<file path="config.mk">
export PLATFORM = sky130hd
export DESIGN_NAME = fir_deconv_serial_flat
export DESIGN_NICKNAME = d
export VERILOG_FILES = /design/src/rtl/fir_pkg.sv /design/src/rtl/fir_deconv_serial_if.sv /design/src/rtl/fir_tap_regfile.sv /design/src/rtl/fir_deconv_serial.sv /design/src/flat_wrapper.sv
export SDC_FILE = /design/constraint.sdc
export NUM_CORES = 1
export LEC_CHECK = 0
export CAP_MARGIN = 15
export CORE_ASPECT_RATIO = 1.1
export CORE_MARGIN = 4
export CORE_UTILIZATION = 40
export CTS_CLUSTER_DIAMETER = 200
export CTS_CLUSTER_SIZE = 14
export DETAILED_ROUTE_END_ITERATION = 6
export GPL_TIMING_DRIVEN = 0
export HOLD_SLACK_MARGIN = 0.1
export MAX_ROUTING_LAYER = met4
export PLACE_DENSITY = 0.67
export SLEW_MARGIN = 20
export SYNTH_ARGS = -nofsm -noshare
export SYNTH_HDL_FRONTEND = slang
export SYNTH_SLANG_ARGS = --single-unit
</file>
<file path="constraint.sdc">
create_clock -name clk -period 7.24 [get_ports clk]
set_clock_uncertainty 0.1 [all_clocks]
set_input_delay 1.448 -clock clk [delete_from_list [all_inputs] [get_ports clk]]
set_output_delay 1.448 -clock clk [all_outputs]
set_load 0.05 [all_outputs]
</file>
<file path="src/rtl/fir_pkg.sv">
// Shared definitions for the integer FIR datapath and its serial deconvolution
// filter: widths, default taps, FSM state type and output saturation.
package fir_pkg;

   localparam int unsigned FIR_N      = 4;
   localparam int unsigned DATA_WIDTH = 8;
   localparam int unsigned IN_WIDTH   = DATA_WIDTH + 4;
   localparam int unsigned ACC_WIDTH  = IN_WIDTH + DATA_WIDTH + $clog2(FIR_N) + 1;
   localparam int unsigned ADDR_WIDTH = (FIR_N > 1) ? $clog2(FIR_N) : 1;

   typedef logic signed [DATA_WIDTH-1:0] tap_t;
   typedef logic [FIR_N-1:0][DATA_WIDTH-1:0] tap_arr_t;

   typedef enum logic [1:0] {IDLE, MAC, OUT} state_e;

   typedef struct packed {
      logic sat;
      tap_t val;
   } sat_res_t;

   // Monic filter: h0 = 1 and h_i = i + 1 for the programmable taps.
   function automatic tap_arr_t default_taps();
      tap_arr_t t;
      for (int unsigned i = 0; i < FIR_N; i++) begin
         t[i] = DATA_WIDTH'(i + 1);
      end
      return t;
   endfunction

   localparam tap_arr_t FIR_DEF_TAPS = default_taps();

   localparam logic signed [ACC_WIDTH-1:0] SAT_MAX = ACC_WIDTH'(2 ** (DATA_WIDTH - 1) - 1);
   localparam logic signed [ACC_WIDTH-1:0] SAT_MIN = -SAT_MAX - 1;

   function automatic sat_res_t saturate(input logic signed [ACC_WIDTH-1:0] a);
      sat_res_t r;
      r.sat = 1'b1;
      if (a > SAT_MAX) begin
         r.val = SAT_MAX[DATA_WIDTH-1:0];
      end else if (a < SAT_MIN) begin
         r.val = SAT_MIN[DATA_WIDTH-1:0];
      end else begin
         r.sat = 1'b0;
         r.val = a[DATA_WIDTH-1:0];
      end
      return r;
   endfunction

endpackage

</file>
<file path="src/rtl/fir_deconv_serial_if.sv">
// Stream and tap-programming signals of the serial deconvolution filter.
interface fir_deconv_serial_if;
   import fir_pkg::*;

   logic                         in_valid;
   logic                         in_ready;
   logic signed [IN_WIDTH-1:0]   y_in;
   logic                         out_valid;
   logic                         out_ready;
   logic signed [DATA_WIDTH-1:0] x_out;
   logic                         sat;
   logic                         coef_wr;
   logic [ADDR_WIDTH-1:0]        coef_addr;
   logic signed [DATA_WIDTH-1:0] coef_data;
   logic                         hist_clr;

   modport master (
      output in_valid, y_in, out_ready, coef_wr, coef_addr, coef_data, hist_clr,
      input  in_ready, out_valid, x_out, sat
   );

   modport slave (
      input  in_valid, y_in, out_ready, coef_wr, coef_addr, coef_data, hist_clr,
      output in_ready, out_valid, x_out, sat
   );

endinterface

</file>
<file path="src/rtl/fir_tap_regfile.sv">
// Programmable taps h1..hN-1 with reset defaults; h0 reads back as the fixed 1.
module fir_tap_regfile
   import fir_pkg::*;
(
   input  logic                  clk,
   input  logic                  rst,
   input  logic                  wr_en_i,
   input  logic [ADDR_WIDTH-1:0] wr_addr_i,
   input  tap_t                  wr_data_i,
   input  logic [ADDR_WIDTH-1:0] rd_addr_i,
   output tap_t                  rd_data_o
);

   tap_t taps_q [1:FIR_N-1];

   always_ff @(posedge clk or posedge rst) begin
      if (rst) begin
         for (int unsigned i = 1; i < FIR_N; i++) begin
            taps_q[i] <= FIR_DEF_TAPS[i];
         end
      end else if (wr_en_i && (wr_addr_i != '0) && (32'(wr_addr_i) < FIR_N)) begin
         taps_q[wr_addr_i] <= wr_data_i;
      end
   end

   always_comb begin
      rd_data_o = (rd_addr_i == '0) ? tap_t'(1) : taps_q[rd_addr_i];
   end

endmodule

</file>
<file path="src/rtl/fir_deconv_serial.sv">
// All-pole inverse of the monic FIR: x[n] = y[n] - sum h_i*x[n-i], one shared multiplier.
// FIR_DECONV_SAT_EN: clip x_out to DATA_WIDTH and flag sat; otherwise two's-complement wrap.
module fir_deconv_serial
   import fir_pkg::*;
(
   input  logic               clk,
   input  logic               rst,
   fir_deconv_serial_if.slave bus
);

   state_e                        state_q, state_d;
   logic [ADDR_WIDTH-1:0]         k_q, k_d;
   logic signed [ACC_WIDTH-1:0]   acc_q, acc_d;
   tap_t                          hist_q [1:FIR_N-1];
   tap_t                          hist_d [1:FIR_N-1];
   tap_t                          h_k;
   logic signed [2*DATA_WIDTH-1:0] prod;
   sat_res_t                      res;
   logic                          out_now;

   fir_tap_regfile u_taps (
      .clk       (clk),
      .rst       (rst),
      .wr_en_i   (bus.coef_wr && (state_q == IDLE)),
      .wr_addr_i (bus.coef_addr),
      .wr_data_i (bus.coef_data),
      .rd_addr_i (k_q),
      .rd_data_o (h_k)
   );

   always_ff @(posedge clk or posedge rst) begin
      if (rst) begin
         state_q <= IDLE;
         k_q     <= '0;
         acc_q   <= '0;
         for (int unsigned i = 1; i < FIR_N; i++) begin
            hist_q[i] <= '0;
         end
      end else begin
         state_q <= state_d;
         k_q     <= k_d;
         acc_q   <= acc_d;
         hist_q  <= hist_d;
      end
   end

   always_comb begin
      state_d = state_q;
      k_d     = k_q;
      acc_d   = acc_q;
      hist_d  = hist_q;
      prod    = h_k * hist_q[k_q];
      case (state_q)
         IDLE: begin
            // Clear lands in the same edge as the accept, so MAC sees zero history.
            if (bus.hist_clr) begin
               for (int unsigned i = 1; i < FIR_N; i++) begin
                  hist_d[i] = '0;
               end
            end
            if (bus.in_valid) begin
               acc_d   = ACC_WIDTH'(bus.y_in);
               k_d     = ADDR_WIDTH'(1);
               state_d = (FIR_N > 1) ? MAC : OUT;
            end
         end
         MAC: begin
            acc_d = acc_q - ACC_WIDTH'(prod);
            if (k_q == ADDR_WIDTH'(FIR_N - 1)) begin
               state_d = OUT;
            end else begin
               k_d = k_q + 1'b1;
            end
         end
         OUT: begin
            // Feed back the presented value (clipped or wrapped), not the raw accumulator.
            if (bus.out_ready) begin
               hist_d[1] = res.val;
               for (int unsigned i = 2; i < FIR_N; i++) begin
                  hist_d[i] = hist_q[i-1];
               end
               state_d = IDLE;
            end
         end
         default: state_d = IDLE;
      endcase
   end

   always_comb begin
`ifdef FIR_DECONV_SAT_EN
      res = saturate(acc_q);
`else
      res = '{sat: 1'b0, val: acc_q[DATA_WIDTH-1:0]};
`endif
      out_now       = (state_q == OUT);
      bus.in_ready  = (state_q == IDLE);
      bus.out_valid = out_now;
      bus.x_out     = out_now ? res.val : '0;
      bus.sat       = out_now & res.sat;
   end

endmodule

</file>
<file path="src/flat_wrapper.sv">
// flat-port wrapper written by rule: the top's interface ports become plain ports
module fir_deconv_serial_flat import fir_pkg::*;
  (clk, rst, bus_in_valid, bus_y_in, bus_out_ready, bus_coef_wr, bus_coef_addr, bus_coef_data, bus_hist_clr, bus_in_ready, bus_out_valid, bus_x_out, bus_sat);
  fir_deconv_serial_if bus_i ();
  input  logic clk;
  input  logic rst;
  input wire logic [$bits(bus_i.in_valid)-1:0] bus_in_valid;
  input wire logic [$bits(bus_i.y_in)-1:0] bus_y_in;
  input wire logic [$bits(bus_i.out_ready)-1:0] bus_out_ready;
  input wire logic [$bits(bus_i.coef_wr)-1:0] bus_coef_wr;
  input wire logic [$bits(bus_i.coef_addr)-1:0] bus_coef_addr;
  input wire logic [$bits(bus_i.coef_data)-1:0] bus_coef_data;
  input wire logic [$bits(bus_i.hist_clr)-1:0] bus_hist_clr;
  output wire logic [$bits(bus_i.in_ready)-1:0] bus_in_ready;
  output wire logic [$bits(bus_i.out_valid)-1:0] bus_out_valid;
  output wire logic [$bits(bus_i.x_out)-1:0] bus_x_out;
  output wire logic [$bits(bus_i.sat)-1:0] bus_sat;
  assign bus_i.in_valid = bus_in_valid;
  assign bus_i.y_in = bus_y_in;
  assign bus_i.out_ready = bus_out_ready;
  assign bus_i.coef_wr = bus_coef_wr;
  assign bus_i.coef_addr = bus_coef_addr;
  assign bus_i.coef_data = bus_coef_data;
  assign bus_i.hist_clr = bus_hist_clr;
  assign bus_in_ready = bus_i.in_ready;
  assign bus_out_valid = bus_i.out_valid;
  assign bus_x_out = bus_i.x_out;
  assign bus_sat = bus_i.sat;
  fir_deconv_serial u_core (.clk(clk), .rst(rst), .bus(bus_i));
endmodule
</file>
==> flow_summary.yaml <==
synth:
  synth_adder_area_share_pct: 13.4
  ys_seq_elements: 60
  async_flop_share_pct: 100
  synth_top_family_by_area: "simple AND/OR/NAND/NOR gates"
  synthMuxAreaShare_pct: 12.9
  yosys.area.top_type: "dfrtp_1"
  synth_compound_area_share_pct: 11.8
  ys_warn_count: 0
  synth_top_area_share_pct: 32.3
  synth_top_flop_cell: "dfrtp_1"
  synth_edf_count: 0
  yosysSeqAreaShare_pct: 34.7
  synth_area_leaders: "dfrtp_1 (32%), mux2_2 (8.6%), fa_1 (7.4%)"
  synth_simple_gate_area_share_pct: 14.5
  syn_area_sq_mm: 0.00434
  synth_cells: 437
  avgSynthCellArea_sq_um: 9.94
  synth_xor_area_share_pct: 4.99
  synth_nets: 502
  synthDistinctLibCells: 54
worst_setup_path:
  crit_fanout: 10
  path_cells: "buf_6 -> buf_12 -> buf_8 -> inv_1 -> ha_1 -> clkbuf_1 -> a211oi_2 -> nand2_1 -> fa_1 -> inv_1 -> fa_1 -> ha_1 -> inv_1 -> fa_1 -> inv_1 -> fa_1 -> xnor2_1 -> xnor2_1 -> xnor2_1 -> xnor2_2 -> xnor3_1 -> a211oi_2 -> nor3b_2"
  critPathSlowestCell: "a211oi_2"
  arrival_ps: 6010
  slowest_delay_ps: 550
  critPathKind: "flip-flop to flip-flop"
  cp.required_ps: 7350
  start_kind: "flip-flop"
  cp-end-kind: "flip-flop"
grt:
  overflow: 0
  first_global_vias: 3271
  grt_max_degree: 37
  grt_use_total_pct: 17.0
  antenna_found_initial: 0
  grt_pass1_wl_mm: 16.1
place:
  hpwl_mm: 7.57
  place_inst: 614
  finalWeightedCongestion: 0.865
  dpl-instance-area_sq_mm: 0.00487
  portBuffers: 33
  pre_cts_slack_ps: 1370
clock_tree:
  root_buffer: "clkbuf_16"
  clockBufferDepth: 2
  worstSkewPairLatency_ps: 330
  hold_buffers: 0
  cts_buffers: 9
  clkTransAtPathRegs_ps: 50
  postCtsSetupBuffers: 0
  htree_levels: 3
  tritoncts: "done"
  clock_sinks: 60
  cts_resized: 0
route:
  first_iter_violations: 127
  antenna_left: 0
  drcViolationCount: 0
  drt_wl_total_mm: 9.75
  firstDrtPassIters: 4
  viasPerCell: 5.07
  avgRoutedWirePerCell_microns: 15.5
  vias: 3197
timing:
  tightest_slew_ps: 725
  grt_setup_unrepaired: "no"
  fin_ws_ps: 1340
  slew_headroom_pct: 51.5
  fmax_mhz: 169
  finalHoldViolCount: 0
  setup_tns_ps: 0
  fin_hold_ws_ps: 378
  finalMaxSlewViolations: 0
  post-route-period-util_pct: 81.5
  setup_viol: 0
  min_period_ps: 5900
floorplanning:
  fp.dieW_microns: 107
  core_sq_mm: 0.0105
  initial_core_util_pct: 41.4
  top_level_ports: 39
  num_rows: 39
  die_h_microns: 117
  die_area_sq_mm: 0.0126
pwr:
  leakage_nw: 2.29
  power_mw: 2.01
  pwr_density_cell_mw_per_mm2: 391
  vdd_drop_max_mv: 0.193
final_layout:
  layout.cells.non_filler: 630
  drive_gt1_share_pct: 17.2
  final_cell_mix: "dfrtp_1 (56), nand2_1 (54), inv_1 (37), mux2_2 (33), clkdlybuf4s50_1 (33)"
  nNetsFinal: 547
  antenna_cells: 0
  nFillCells: 950
  syn2layout_area_growth_pct: 18.6
  final_common_cell: "dfrtp_1"
  postLayoutCellArea_sq_mm: 0.00515
  final_util_pct: 49.1
flow_run:
  maxCapViolCount: 0
hold_path:
  hold_class: "flip-flop to flip-flop"
run_status:
  status: "completed"
[state kept, by name (all words and copies together) (netlist names)]
register,cells
u_core.state_q,2
u_core.hist_q,24
u_core.u_taps.taps_q,24
u_core.acc_q,8
u_core.k_q,2
[per-layer routing]
layer  share of wire (%)  global-route usage (%)
met1                  45                    20.5
met2                  51                    28.4
met3                 2.2                    3.18
met4                 2.1                    6.65
met5                   0                       -
[worst max-delay path, delay by kind of cell, from the launching register on]
| family | cells | cell delay [ps] |
|---|---|---|
| adder cells (fa/ha/maj) | 6 | 2240 |
| AND/OR/NAND/NOR | 2 | 210 |
| XOR/XNOR | 5 | 1110 |
| flip-flops | 1 | 360 |
| AO/OA/AOI/OAI | 2 | 730 |
| buffers and inverters | 8 | 1000 |
[cells in the mapped netlist, types with 6 or more instances]
cell type / instances
a21oi_1: 16
nand2_1: 54
nand3_1: 6
xnor2_1: 11
nor2_1: 19
buf_4: 10
clkbuf_1: 11
mux2_2: 33
o21ai_0: 29
ha_1: 21
inv_1: 38
mux2i_1: 16
nand3b_1: 7
dfrtp_1: 56
and2_1: 24
fa_1: 16
[power breakdown]
part	switching, mW	total (mW)	internal [mW]
combinational	0.628	1.09	0.464
sequential	0.0689	0.526	0.457
clock	0.144	0.394	0.250
total	0.841	2.01	1.17
[path summary, 6_finish.rpt]
| path | from | slack [ps] | end | cells after the start |
|---|---|---|---|---|
| hold / removal | u_core.hist_q[1]$_DFFE_PP0P_ | 380 | u_core.hist_q[1]$_DFFE_PP0P_ | 2 |
| hold reg to reg | u_core.hist_q[1]$_DFFE_PP0P_ | 380 | u_core.hist_q[1]$_DFFE_PP0P_ | 2 |
| max in group asynchronous | rst | 5190 | u_core.acc_q[7]$_DFFE_PP0P_ | 3 |
| setup / recovery | u_core.k_q[1]$_DFFE_PP0P_ | 1340 | u_core.acc_q[7]$_DFFE_PP0P_ | 23 |
| setup reg to reg | u_core.k_q[1]$_DFFE_PP0P_ | 1340 | u_core.acc_q[7]$_DFFE_PP0P_ | 23 |
| min in group asynchronous | rst | 1340 | u_core.u_taps.taps_q[13]$_DFFE_PP0P_ | 2 |
[layout make-up]
type / instances / area (sq um) / share of cell area [%]
plain buffers: 29 / 186 / 3.62
clock inverters: 2 / 12.5 / 0.243
repair buffers: 34 / 350 / 6.80
clock buffers: 14 / 264 / 5.13
inverters: 38 / 145 / 2.82
well taps: 143 / 179 / 3.47
flip-flops and latches: 60 / 1510 / 29.3
multi-input cells: 310 / 2510 / 48.7
[kinds of logic after synthesis]
family,after synthesis
and+or+nand+nor,127
AOI/OAI and AO/OA,75
buffers and inverters,67
DFF,60
muxes,51
adders and majority gates,37
xor gates and xnor gates,19
other,1
Note: power is estimated with default switching activity, not from simulation.
